==> config.mk <==
export PLATFORM = sky130hd
export DESIGN_NAME = data_mem_arbiter_flat
export DESIGN_NICKNAME = d
export VERILOG_FILES = /design/src/rtl/data_mem_arbiter_if.sv /design/src/rtl/data_mem_arbiter.sv /design/src/flat_wrapper.sv
export SDC_FILE = /design/constraint.sdc
export NUM_CORES = 1
export LEC_CHECK = 0
export BUFFER_PORTS_ARGS = -buffer_cell sky130_fd_sc_hd__buf_2
export CAP_MARGIN = 20
export CORE_AREA = 3 3 129 131
export CTS_CLUSTER_SIZE = 8
export DETAILED_ROUTE_END_ITERATION = 7
export DIE_AREA = 0 0 132 134
export PLACE_DENSITY = 0.44
export SETUP_SLACK_MARGIN = 0.05
export SYNTH_ARGS = -nofsm -noshare
export SYNTH_HDL_FRONTEND = slang
export SYNTH_SLANG_ARGS = --single-unit
==> constraint.sdc <==
create_clock -name clk -period 1.8 [get_ports clk]
set_clock_uncertainty 0.1 [all_clocks]
set_input_delay 0.27 -clock clk [delete_from_list [all_inputs] [get_ports clk]]
set_output_delay 0.27 -clock clk [all_outputs]
set_load 0.01 [all_outputs]
==> src/rtl/data_mem_arbiter_if.sv <==
// CPU / debug / RAM bus bundle for data_mem_arbiter.
// The arbiter uses the slave modport. The CPU datapath, debug port and RAM model use master.
interface data_mem_arbiter_if #(
    parameter int DATA_WIDTH = 32
);
    logic                  cpu_re;
    logic                  cpu_we;
    logic [DATA_WIDTH-1:0] cpu_addr;
    logic [DATA_WIDTH-1:0] cpu_wdata;
    logic [DATA_WIDTH-1:0] cpu_rdata;
    logic                  cpu_stall;

    logic                  dbg_req;
    logic                  dbg_we;
    logic [DATA_WIDTH-1:0] dbg_addr;
    logic [DATA_WIDTH-1:0] dbg_wdata;
    logic [DATA_WIDTH-1:0] dbg_rdata;
    logic                  dbg_ack;

    logic [DATA_WIDTH-1:0] ram_addr;
    logic [DATA_WIDTH-1:0] ram_wdata;
    logic                  ram_we;
    logic                  ram_re;
    logic [DATA_WIDTH-1:0] ram_rdata;

    modport slave (
        input  cpu_re, cpu_we, cpu_addr, cpu_wdata,
        output cpu_rdata, cpu_stall,
        input  dbg_req, dbg_we, dbg_addr, dbg_wdata,
        output dbg_rdata, dbg_ack,
        output ram_addr, ram_wdata, ram_we, ram_re,
        input  ram_rdata
    );

    modport master (
        output cpu_re, cpu_we, cpu_addr, cpu_wdata,
        input  cpu_rdata, cpu_stall,
        output dbg_req, dbg_we, dbg_addr, dbg_wdata,
        input  dbg_rdata, dbg_ack,
        input  ram_addr, ram_wdata, ram_we, ram_re,
        output ram_rdata
    );
endinterface

==> src/rtl/data_mem_arbiter.sv <==
// Single-port DataMemory arbiter: CPU lw/sw vs debug/loader port, round robin on contention.
// Define MMIO_PORT_EN to decode the PortIn/PortOut registers instead of passing them to RAM.
module data_mem_arbiter #(
    parameter int                    DATA_WIDTH    = 32,
    parameter logic [DATA_WIDTH-1:0] PORT_OUT_ADDR = 32'h1001_0024,
    parameter logic [DATA_WIDTH-1:0] PORT_IN_ADDR  = 32'h1001_0028
) (
    input  logic                  clk,
    input  logic                  reset,
    data_mem_arbiter_if.slave     bus,
    input  logic [7:0]            port_in,
    output logic [DATA_WIDTH-1:0] port_out
);
    typedef enum logic {IDLE, ACK} state_t;

    state_t                state_q, state_d;
    logic                  last_dbg_q, last_dbg_d;
    logic [DATA_WIDTH-1:0] dbg_rdata_q, dbg_rdata_d;

    logic                  cpu_req, dbg_elig, dbg_gnt, cpu_gnt;
    logic [DATA_WIDTH-1:0] sel_addr, sel_wdata, rd_mux;
    logic                  sel_we, sel_re, hit_in, hit_out;
    logic [7:0]            port_in_val;

`ifdef MMIO_PORT_EN
    logic [7:0]            sync1_q, sync1_d, sync2_q, sync2_d;
    logic [DATA_WIDTH-1:0] port_out_q, port_out_d;

    always_comb begin
        sync1_d    = port_in;
        sync2_d    = sync1_q;
        port_out_d = port_out_q;
        if (sel_we && hit_out && !reset)
            port_out_d = sel_wdata;
    end

    always_ff @(posedge clk) begin
        if (reset) begin
            sync1_q    <= '0;
            sync2_q    <= '0;
            port_out_q <= '0;
        end else begin
            sync1_q    <= sync1_d;
            sync2_q    <= sync2_d;
            port_out_q <= port_out_d;
        end
    end

    assign hit_in      = (sel_addr == PORT_IN_ADDR);
    assign hit_out     = (sel_addr == PORT_OUT_ADDR);
    assign port_in_val = sync2_q;
    assign port_out    = port_out_q;
`else
    logic unused_mmio;
    assign unused_mmio = ^{port_in, PORT_IN_ADDR, PORT_OUT_ADDR};
    assign hit_in      = 1'b0;
    assign hit_out     = 1'b0;
    assign port_in_val = '0;
    assign port_out    = '0;
`endif

    always_comb begin
        cpu_req  = bus.cpu_re | bus.cpu_we;
        // Debug is held off while its ack is in flight and while reset is high.
        dbg_elig = bus.dbg_req && (state_q == IDLE) && !reset;
        dbg_gnt  = dbg_elig && (!cpu_req || !last_dbg_q);
        cpu_gnt  = cpu_req && !dbg_gnt;

        sel_addr  = '0;
        sel_wdata = '0;
        sel_we    = 1'b0;
        sel_re    = 1'b0;
        if (dbg_gnt) begin
            sel_addr  = bus.dbg_addr;
            sel_wdata = bus.dbg_wdata;
            sel_we    = bus.dbg_we;
            sel_re    = !bus.dbg_we;
        end else if (cpu_gnt) begin
            sel_addr  = bus.cpu_addr;
            sel_wdata = bus.cpu_wdata;
            sel_we    = bus.cpu_we;
            sel_re    = bus.cpu_re;
        end

        rd_mux = hit_in ? {{(DATA_WIDTH-8){1'b0}}, port_in_val} : bus.ram_rdata;

        last_dbg_d = last_dbg_q;
        if (cpu_req && dbg_elig)
            last_dbg_d = dbg_gnt;

        dbg_rdata_d = dbg_rdata_q;
        if (dbg_gnt && !bus.dbg_we)
            dbg_rdata_d = rd_mux;

        state_d = IDLE;
        if (state_q == IDLE && dbg_gnt)
            state_d = ACK;
    end

    always_ff @(posedge clk) begin
        if (reset) begin
            state_q     <= IDLE;
            last_dbg_q  <= 1'b0;
            dbg_rdata_q <= '0;
        end else begin
            state_q     <= state_d;
            last_dbg_q  <= last_dbg_d;
            dbg_rdata_q <= dbg_rdata_d;
        end
    end

    assign bus.ram_addr  = sel_addr;
    assign bus.ram_wdata = sel_wdata;
    assign bus.ram_we    = sel_we && !hit_out && !reset;
    assign bus.ram_re    = sel_re && !hit_in;
    assign bus.cpu_rdata = rd_mux;
    assign bus.cpu_stall = cpu_req && dbg_gnt;
    assign bus.dbg_rdata = dbg_rdata_q;
    assign bus.dbg_ack   = (state_q == ACK);
endmodule

==> src/flat_wrapper.sv <==
// flat-port wrapper written by rule: the top's interface ports become plain ports
module data_mem_arbiter_flat 
#(
    parameter int                    DATA_WIDTH    = 32,
    parameter logic [DATA_WIDTH-1:0] PORT_OUT_ADDR = 32'h1001_0024,
    parameter logic [DATA_WIDTH-1:0] PORT_IN_ADDR  = 32'h1001_0028
)
  (clk, reset, port_in, port_out, bus_cpu_re, bus_cpu_we, bus_cpu_addr, bus_cpu_wdata, bus_cpu_rdata, bus_cpu_stall, bus_dbg_req, bus_dbg_we, bus_dbg_addr, bus_dbg_wdata, bus_dbg_rdata, bus_dbg_ack, bus_ram_addr, bus_ram_wdata, bus_ram_we, bus_ram_re, bus_ram_rdata);
  data_mem_arbiter_if #(.DATA_WIDTH(DATA_WIDTH)) bus_i ();
  input  logic clk;
  input  logic reset;
  input  logic [7:0] port_in;
  output logic [DATA_WIDTH-1:0] port_out;
  input wire logic [$bits(bus_i.cpu_re)-1:0] bus_cpu_re;
  input wire logic [$bits(bus_i.cpu_we)-1:0] bus_cpu_we;
  input wire logic [$bits(bus_i.cpu_addr)-1:0] bus_cpu_addr;
  input wire logic [$bits(bus_i.cpu_wdata)-1:0] bus_cpu_wdata;
  output wire logic [$bits(bus_i.cpu_rdata)-1:0] bus_cpu_rdata;
  output wire logic [$bits(bus_i.cpu_stall)-1:0] bus_cpu_stall;
  input wire logic [$bits(bus_i.dbg_req)-1:0] bus_dbg_req;
  input wire logic [$bits(bus_i.dbg_we)-1:0] bus_dbg_we;
  input wire logic [$bits(bus_i.dbg_addr)-1:0] bus_dbg_addr;
  input wire logic [$bits(bus_i.dbg_wdata)-1:0] bus_dbg_wdata;
  output wire logic [$bits(bus_i.dbg_rdata)-1:0] bus_dbg_rdata;
  output wire logic [$bits(bus_i.dbg_ack)-1:0] bus_dbg_ack;
  output wire logic [$bits(bus_i.ram_addr)-1:0] bus_ram_addr;
  output wire logic [$bits(bus_i.ram_wdata)-1:0] bus_ram_wdata;
  output wire logic [$bits(bus_i.ram_we)-1:0] bus_ram_we;
  output wire logic [$bits(bus_i.ram_re)-1:0] bus_ram_re;
  input wire logic [$bits(bus_i.ram_rdata)-1:0] bus_ram_rdata;
  assign bus_i.cpu_re = bus_cpu_re;
  assign bus_i.cpu_we = bus_cpu_we;
  assign bus_i.cpu_addr = bus_cpu_addr;
  assign bus_i.cpu_wdata = bus_cpu_wdata;
  assign bus_cpu_rdata = bus_i.cpu_rdata;
  assign bus_cpu_stall = bus_i.cpu_stall;
  assign bus_i.dbg_req = bus_dbg_req;
  assign bus_i.dbg_we = bus_dbg_we;
  assign bus_i.dbg_addr = bus_dbg_addr;
  assign bus_i.dbg_wdata = bus_dbg_wdata;
  assign bus_dbg_rdata = bus_i.dbg_rdata;
  assign bus_dbg_ack = bus_i.dbg_ack;
  assign bus_ram_addr = bus_i.ram_addr;
  assign bus_ram_wdata = bus_i.ram_wdata;
  assign bus_ram_we = bus_i.ram_we;
  assign bus_ram_re = bus_i.ram_re;
  assign bus_i.ram_rdata = bus_ram_rdata;
  data_mem_arbiter #(.DATA_WIDTH(DATA_WIDTH), .PORT_OUT_ADDR(PORT_OUT_ADDR), .PORT_IN_ADDR(PORT_IN_ADDR)) u_core (.clk(clk), .reset(reset), .bus(bus_i), .port_in(port_in), .port_out(port_out));
endmodule
Word-level counts from Yosys, hierarchy flattened:

Cells that the tools add are included.
W data, S select, Z words.

* register bits: 34
* bits of input ports: 174
* output and inout bits: 164
* word-level logic and storage cells: 29

* multiplexer cells: 9
* bitwise logic cells: 2
* reduce and logical (&&, ||, !) cells: 15

Operators with widths (number)
* $mux W32: 4
* $logic_and A1 B1 Y1: 9
* $logic_not A1 Y1: 5
* $mux W1: 5
* $logic_or A1 B1 Y1: 1
* $not A1 Y1: 1
* $or A1 B1 Y1: 1

Depth between registers and ports, before layout:

* word-level depth: 9
* gate-level depth with buffers: 5
* depth with buffers taken out: 3

Worst setup path before layout:

No wires, ideal clock.

* path kind: input-to-output
* from: input reset
* to: output bus_ram_addr[10]
* data arrival time: 1.299 ns
* required time: 1.430 ns
* path slack: 0.131 ns
* stages on the path: 5
* buffers on the path: 2
* path through: buf_4 > nor3b_1 > a21oi_2 > clkbuf_8 > a22o_2

* word-level cells in the longest chain between the ends: 7

RTL lines
* from (decl): RTL line flat_wrapper.sv:11 `input logic reset;`
* $logic_not A1 Y1 (*): RTL line data_mem_arbiter.sv:65 `dbg_elig = bus.dbg_req && (state_q == IDLE) && !reset;`
* $logic_and A1 B1 Y1 (*): RTL line data_mem_arbiter.sv:65
* $logic_and A1 B1 Y1 (*): RTL line data_mem_arbiter.sv:66 `dbg_gnt = dbg_elig && (!cpu_req || !last_dbg_q);`
* $logic_not A1 Y1: RTL line data_mem_arbiter.sv:67 `cpu_gnt = cpu_req && !dbg_gnt;`
* $logic_and A1 B1 Y1: RTL line data_mem_arbiter.sv:67
* $mux W32: RTL line data_mem_arbiter.sv:78 `end else if (cpu_gnt) begin`
* $mux W32 (*): RTL line data_mem_arbiter.sv:73 `if (dbg_gnt) begin`
* to (decl): RTL line flat_wrapper.sv:26 `output wire logic [$bits(bus_i.ram_addr)-1:0] bus_ram_addr;`

Mark *: on every way between the ends. The rest lies on a longest branch, timed or not.

Final worst setup path:

* from: register u_core.state_q (netlist: u_core.bus.dbg_ack)
* to: output bus_ram_addr[14]

* word-level cells in the longest chain between the ends: 8

RTL lines
* from (decl): RTL line data_mem_arbiter.sv:16 `state_t state_q, state_d;`
* from (signal assigned): RTL line data_mem_arbiter.sv:106 `state_q <= state_d;`
* $not A1 Y1 (*): RTL line data_mem_arbiter.sv:65
* $logic_and A1 B1 Y1 (*) (2 in a row): RTL line data_mem_arbiter.sv:65
* $logic_and A1 B1 Y1 (*): RTL line data_mem_arbiter.sv:66
* $logic_not A1 Y1: RTL line data_mem_arbiter.sv:67
* $logic_and A1 B1 Y1: RTL line data_mem_arbiter.sv:67
* $mux W32: RTL line data_mem_arbiter.sv:78
* $mux W32 (*): RTL line data_mem_arbiter.sv:73

Marked as above.

==> results by stage <==
Run status:
- The run finished, with violations left.
- The checks that failed: setup timing.

Clock network:
- For this design, the sink count on the clock tree is 34.
- The H-tree depth is 2.
- TritonCTS built the clock tree.
- The post-cts hold buffer count is 0.
- The clock-pin slew on the worst setup and hold paths is 0.05 ns.
- Clock tree synthesis selected as its root buffer the cell sky130_fd_sc_hd__clkbuf_16.
- The total CTS buffers is 5.
- The longest clock path from root to sink contains 2 buffers.
- The later pin in the worst-skew pair is clocked with a latency of 0.28 ns.

Placement:
- At the end of routability-driven placement, the weighted congestion stood at 0.7543.
- The number of placed instances, taps included, is 739.
- The estimated wirelength of the detail-placed design is 9239 µm.
- The count of buffers added on input and output ports is 297.
- The total cell area at the placement stage is 4056 µm².

Timing:
- Setup repair after global routing could not meet its margin everywhere.
- Counting I/O delays and the setup requirement, the final critical path takes 2.007 ns.
- Across all hold checks on the routed design, the worst slack comes to 0.1268 ns.
- The worst path uses 111.5% of the clock period.
- In the post-route analysis, the smallest setup slack over all paths is -0.2070 ns.
- The hold violation count in the final report is 0.
- The final-report max-slew violation count is 0.
- Setup violations remaining at the end of the flow were counted as 65.
- The highest clock frequency the design can meet is 498.3 MHz.
- After routing, the total negative slack on setup checks comes to -11.21 ns.

Worst hold path:
- Along the worst hold path, the cell count comes to 2.
- The min-delay analysis places its worst path in the category input pin to flip-flop.
- The source of the worst hold timing path is bus_ram_rdata[6].

Routing:
- The post-detailed-routing wire length is 13140 µm.
- The detailed route wirelength on metal2 is 6959 µm.
- The detailed-route wire length per cell is 17.06 µm.
- The final route contains 3074 vias.
- The routed via count divided by cell count is 3.992.
- The antenna violation net count after detailed routing is 0.
- The violation count after the first detailed-route iteration is 52.
- For this run, design rule violations remaining after detail routing come to 0.
- The total routed wire length on the met1 layer is 4985 µm.
- The highest layer touched by signal routing is met4.
- The pre-antenna-repair detailed-routing pass consisted of 4 iterations.
- Wire segments on met3 add up to 1083 µm in the final route.

Power and ir drop:
- The reported leakage power is 2.848 nW.
- The power per cell area is 611.9 nW/µm².
- IR analysis of the VDD net gives a maximum drop of 0.6119 mV.

GRT:
- The pin count of the biggest net entering global routing is 30.
- The initial antenna violation count is 0.
- The overall fraction of global-route tracks in use is 13.10%.
- The number of global-route vias before repair is 3192.
- After global routing the overflow that remains totals 0.
- The first-pass GRT wire length is 18300 µm.

Critical path:
- The kind of end point of the critical path is an output port.
- The depth of the worst register-to-register path is 7.
- The data arrival time of the critical path is 1.64 ns.
- In this run the worst setup path begins at u_core.bus.dbg_ack.
- The critical path goes through nor3b_2 > buf_4 > a21oi_4 > buf_12 > buf_16 > a22o_4 > buf_6.
- The gate family responsible for the most delay along the worst path is buffers and inverters.
- The total number of cells along the worst setup path is 7.
- The critical register-to-register path startpoint is u_core.bus.dbg_ack.
- The setup path with the least slack is of type flip-flop to output port.
- The critical path contains buffers and inverters numbering 4 combined.
- The worst setup path is launched from a flip-flop.
- STA puts the critical path data required time at 1.43 ns.
- On the worst path, the slowest cell contributes a delay of 0.33 ns.
- The slowest library cell on the worst path is sky130_fd_sc_hd__dfxtp_2.
- In this run the worst path has a maximum fanout of 15.

Layout:
- The filler cells instantiated in the layout total 1638.
- The number of antenna diodes in the final layout is 0.
- The cell area after layout is 5329 µm².
- The finished layout holds 770 standard cells, fillers aside.
- Registers take 685.7 µm².
- The multi-input combinational cells in the finished layout cover a total of 1768 µm².
- After the last flow step, the layout net total stands at 728.
- The area growth from synthesis to layout is 99.86%.
- The fraction of layout instances using a drive strength above 1 is 78.70%.

Synthesis:
- The average cell area after synthesis is 10.10 µm².
- The post-synthesis cell count is 264.
- The library cell with the largest summed area after synthesis is sky130_fd_sc_hd__dfxtp_1.
- Ranked by total cell area, the synthesized netlist is headed by sky130_fd_sc_hd__dfxtp_1, sky130_fd_sc_hd__a22o_2, sky130_fd_sc_hd__buf_4, sky130_fd_sc_hd__mux2_2, sky130_fd_sc_hd__nor2b_1.
- The post-synthesis instance area is 2666 µm².
- The share of async-settable or async-resettable flops after synthesis is 0%.
- Yosys mapped the design onto 30 distinct sky130hd cell types.
- The area share of the largest cell type after synthesis is 25.53%.
- The number of synthesized flops with an enable pin is 0.
- In this run, synthesis produced a sequential element count of 34.
- Among all flip-flop cells after synthesis, the most frequent one is sky130_fd_sc_hd__dfxtp_1.
- The yosys synthesis warning count is 0.
- The sequential cell area fraction in the yosys report is 25.53%.

Die:
- The die covers 17690 µm².
- The die is 134 µm tall.
- Once the floorplan was initialized, standard cells occupied 16.97% of the core.
- The number of rows created at floorplan is 46.
- The I/O pin count is 338.
- The die is 132 µm wide.
- The floorplan step defined a core boundary enclosing 15710 µm².

Flow run:
- Max-cap violations in this run came to 0.
routing by layer:
metal | track usage (%) | vias to the layer above
met3 | 3.788 | 7
met1 | 14.29 | 1448
met5 | 0 | -
met2 | 25.06 | 176
met4 | 2.859 | 0
li1 | - | 1443
per-stage QoR:
| step | setup WS (ns) | util (%) | power, W |
|---|---|---|---|
| global route | -0.2622 | 33.91 | 0.003413 |
| detailed placement | -0.04806 | 25.82 | 0.001846 |
| global placement | -0.03476 | 25.82 | 0.001838 |
| floorplan | 0.1308 | - | 0.001445 |
| finish | -0.2070 | 33.91 | 0.003261 |
| CTS | -0.2225 | 32.05 | 0.003199 |
power breakdown:
group	switching [W]	internal, W	leakage (nW)
Combinational	0.000625	0.000827	2.49
Sequential	0.0000190	0.000796	0.279
Clock	0.000311	0.000682	0.0829
Total	0.000955	0.00231	2.85
state kept, by name, summed over array words and instances, names as in the netlist:
signal	flops
u_core.last_dbg_q	1
u_core.bus.dbg_ack	1
u_core.bus.dbg_rdata	32
layout by cell type (no fill, tap or decap):
master / Yosys / routed
sky130_fd_sc_hd__buf_4: 66 / 16
sky130_fd_sc_hd__mux2_2: 31 / 7
sky130_fd_sc_hd__o21a_1: 1 / 1
sky130_fd_sc_hd__o211ai_1: 1 / 1
sky130_fd_sc_hd__a22o_2: 52 / 25
sky130_fd_sc_hd__buf_16: 0 / 7
sky130_fd_sc_hd__buf_12: 0 / 7
sky130_fd_sc_hd__dfxtp_2: 0 / 1
sky130_fd_sc_hd__buf_2: 6 / 240
sky130_fd_sc_hd__o21a_4: 0 / 1
sky130_fd_sc_hd__and2b_1: 4 / 4
sky130_fd_sc_hd__nor2_1: 1 / 1
sky130_fd_sc_hd__o311a_1: 1 / 1
sky130_fd_sc_hd__buf_8: 0 / 1
sky130_fd_sc_hd__o21ai_0: 1 / 1
sky130_fd_sc_hd__nand3b_1: 1 / 1
sky130_fd_sc_hd__nand2b_4: 1 / 1
sky130_fd_sc_hd__conb_1: 1 / 32
sky130_fd_sc_hd__nor3b_2: 0 / 1
sky130_fd_sc_hd__dfxtp_1: 34 / 32
sky130_fd_sc_hd__a21oi_1: 1 / 1
sky130_fd_sc_hd__a31o_2: 1 / 1
sky130_fd_sc_hd__bufinv_16: 0 / 1
sky130_fd_sc_hd__a22o_1: 12 / 12
sky130_fd_sc_hd__nor2b_1: 27 / 27
sky130_fd_sc_hd__dfxtp_4: 0 / 1
sky130_fd_sc_hd__nand2_1: 1 / 1
sky130_fd_sc_hd__mux2_4: 0 / 24
sky130_fd_sc_hd__buf_6: 3 / 63
sky130_fd_sc_hd__nor4_4: 1 / 2
sky130_fd_sc_hd__or3_1: 1 / 1
sky130_fd_sc_hd__nor3_4: 1 / 1
sky130_fd_sc_hd__a21oi_4: 0 / 1
sky130_fd_sc_hd__clkbuf_8: 6 / 1
sky130_fd_sc_hd__clkbuf_16: 0 / 7
sky130_fd_sc_hd__inv_1: 2 / 2
sky130_fd_sc_hd__a22o_4: 0 / 27
path summary, 6_finish.rpt:
path	slack (ns)	endpoint
setup reg to reg	0.01	u_core.bus.dbg_rdata[17]
setup / recovery	-0.21	bus_ram_addr[14]
hold reg to reg	0.49	u_core.bus.dbg_rdata[8]
hold / removal	0.13	u_core.bus.dbg_rdata[6]
area by class of cell:
cell class,count,share of cell area (%)
tap,216,5.072
inverter,2,0.1409
clock inverter,1,0.5635
timing repair buffer,336,45.57
clock buffer,6,2.606
multi-input combinational,175,33.18
sequential,34,12.87
cells in the mapped netlist (all sizes together), types with 2 or more instances:
cell / number
o21a: 2
dfxtp: 34
mux2: 31
inv: 2
a22o: 64
buf: 75
and2b: 4
nor4: 2
clkbuf: 9
nor2b: 27
a21oi: 2
cells by family (layout without fill, tap and decap cells):
kind of cell	after synthesis	after routing	share of synthesized area [%]
and+or+nand+nor	40	40	10.70
AOI/OAI and AO/OA	72	72	25.76
muxes	31	31	13.09
buffers and inverters	86	345	24.78
DFF	34	34	25.53
other	1	32	0.1406
worst register-to-register path: stages (launching register included):
cell and delay (ns):
sky130_fd_sc_hd__dfxtp_2 0.33, sky130_fd_sc_hd__nand2b_4 0.15, sky130_fd_sc_hd__buf_6 0.13, sky130_fd_sc_hd__nor4_4 0.25, sky130_fd_sc_hd__buf_6 0.17, sky130_fd_sc_hd__buf_12 0.10
sky130_fd_sc_hd__buf_12 0.13, sky130_fd_sc_hd__mux2_4 0.31
timing repair:
item                                    CTS  global route
cloned                                    8             3
endpoints found under the setup margin   91            98
pin swaps                                19             9
buffers inserted                         13             4
resized for setup                        94            51
No activity file was read; power rests on OpenSTA's default activity.
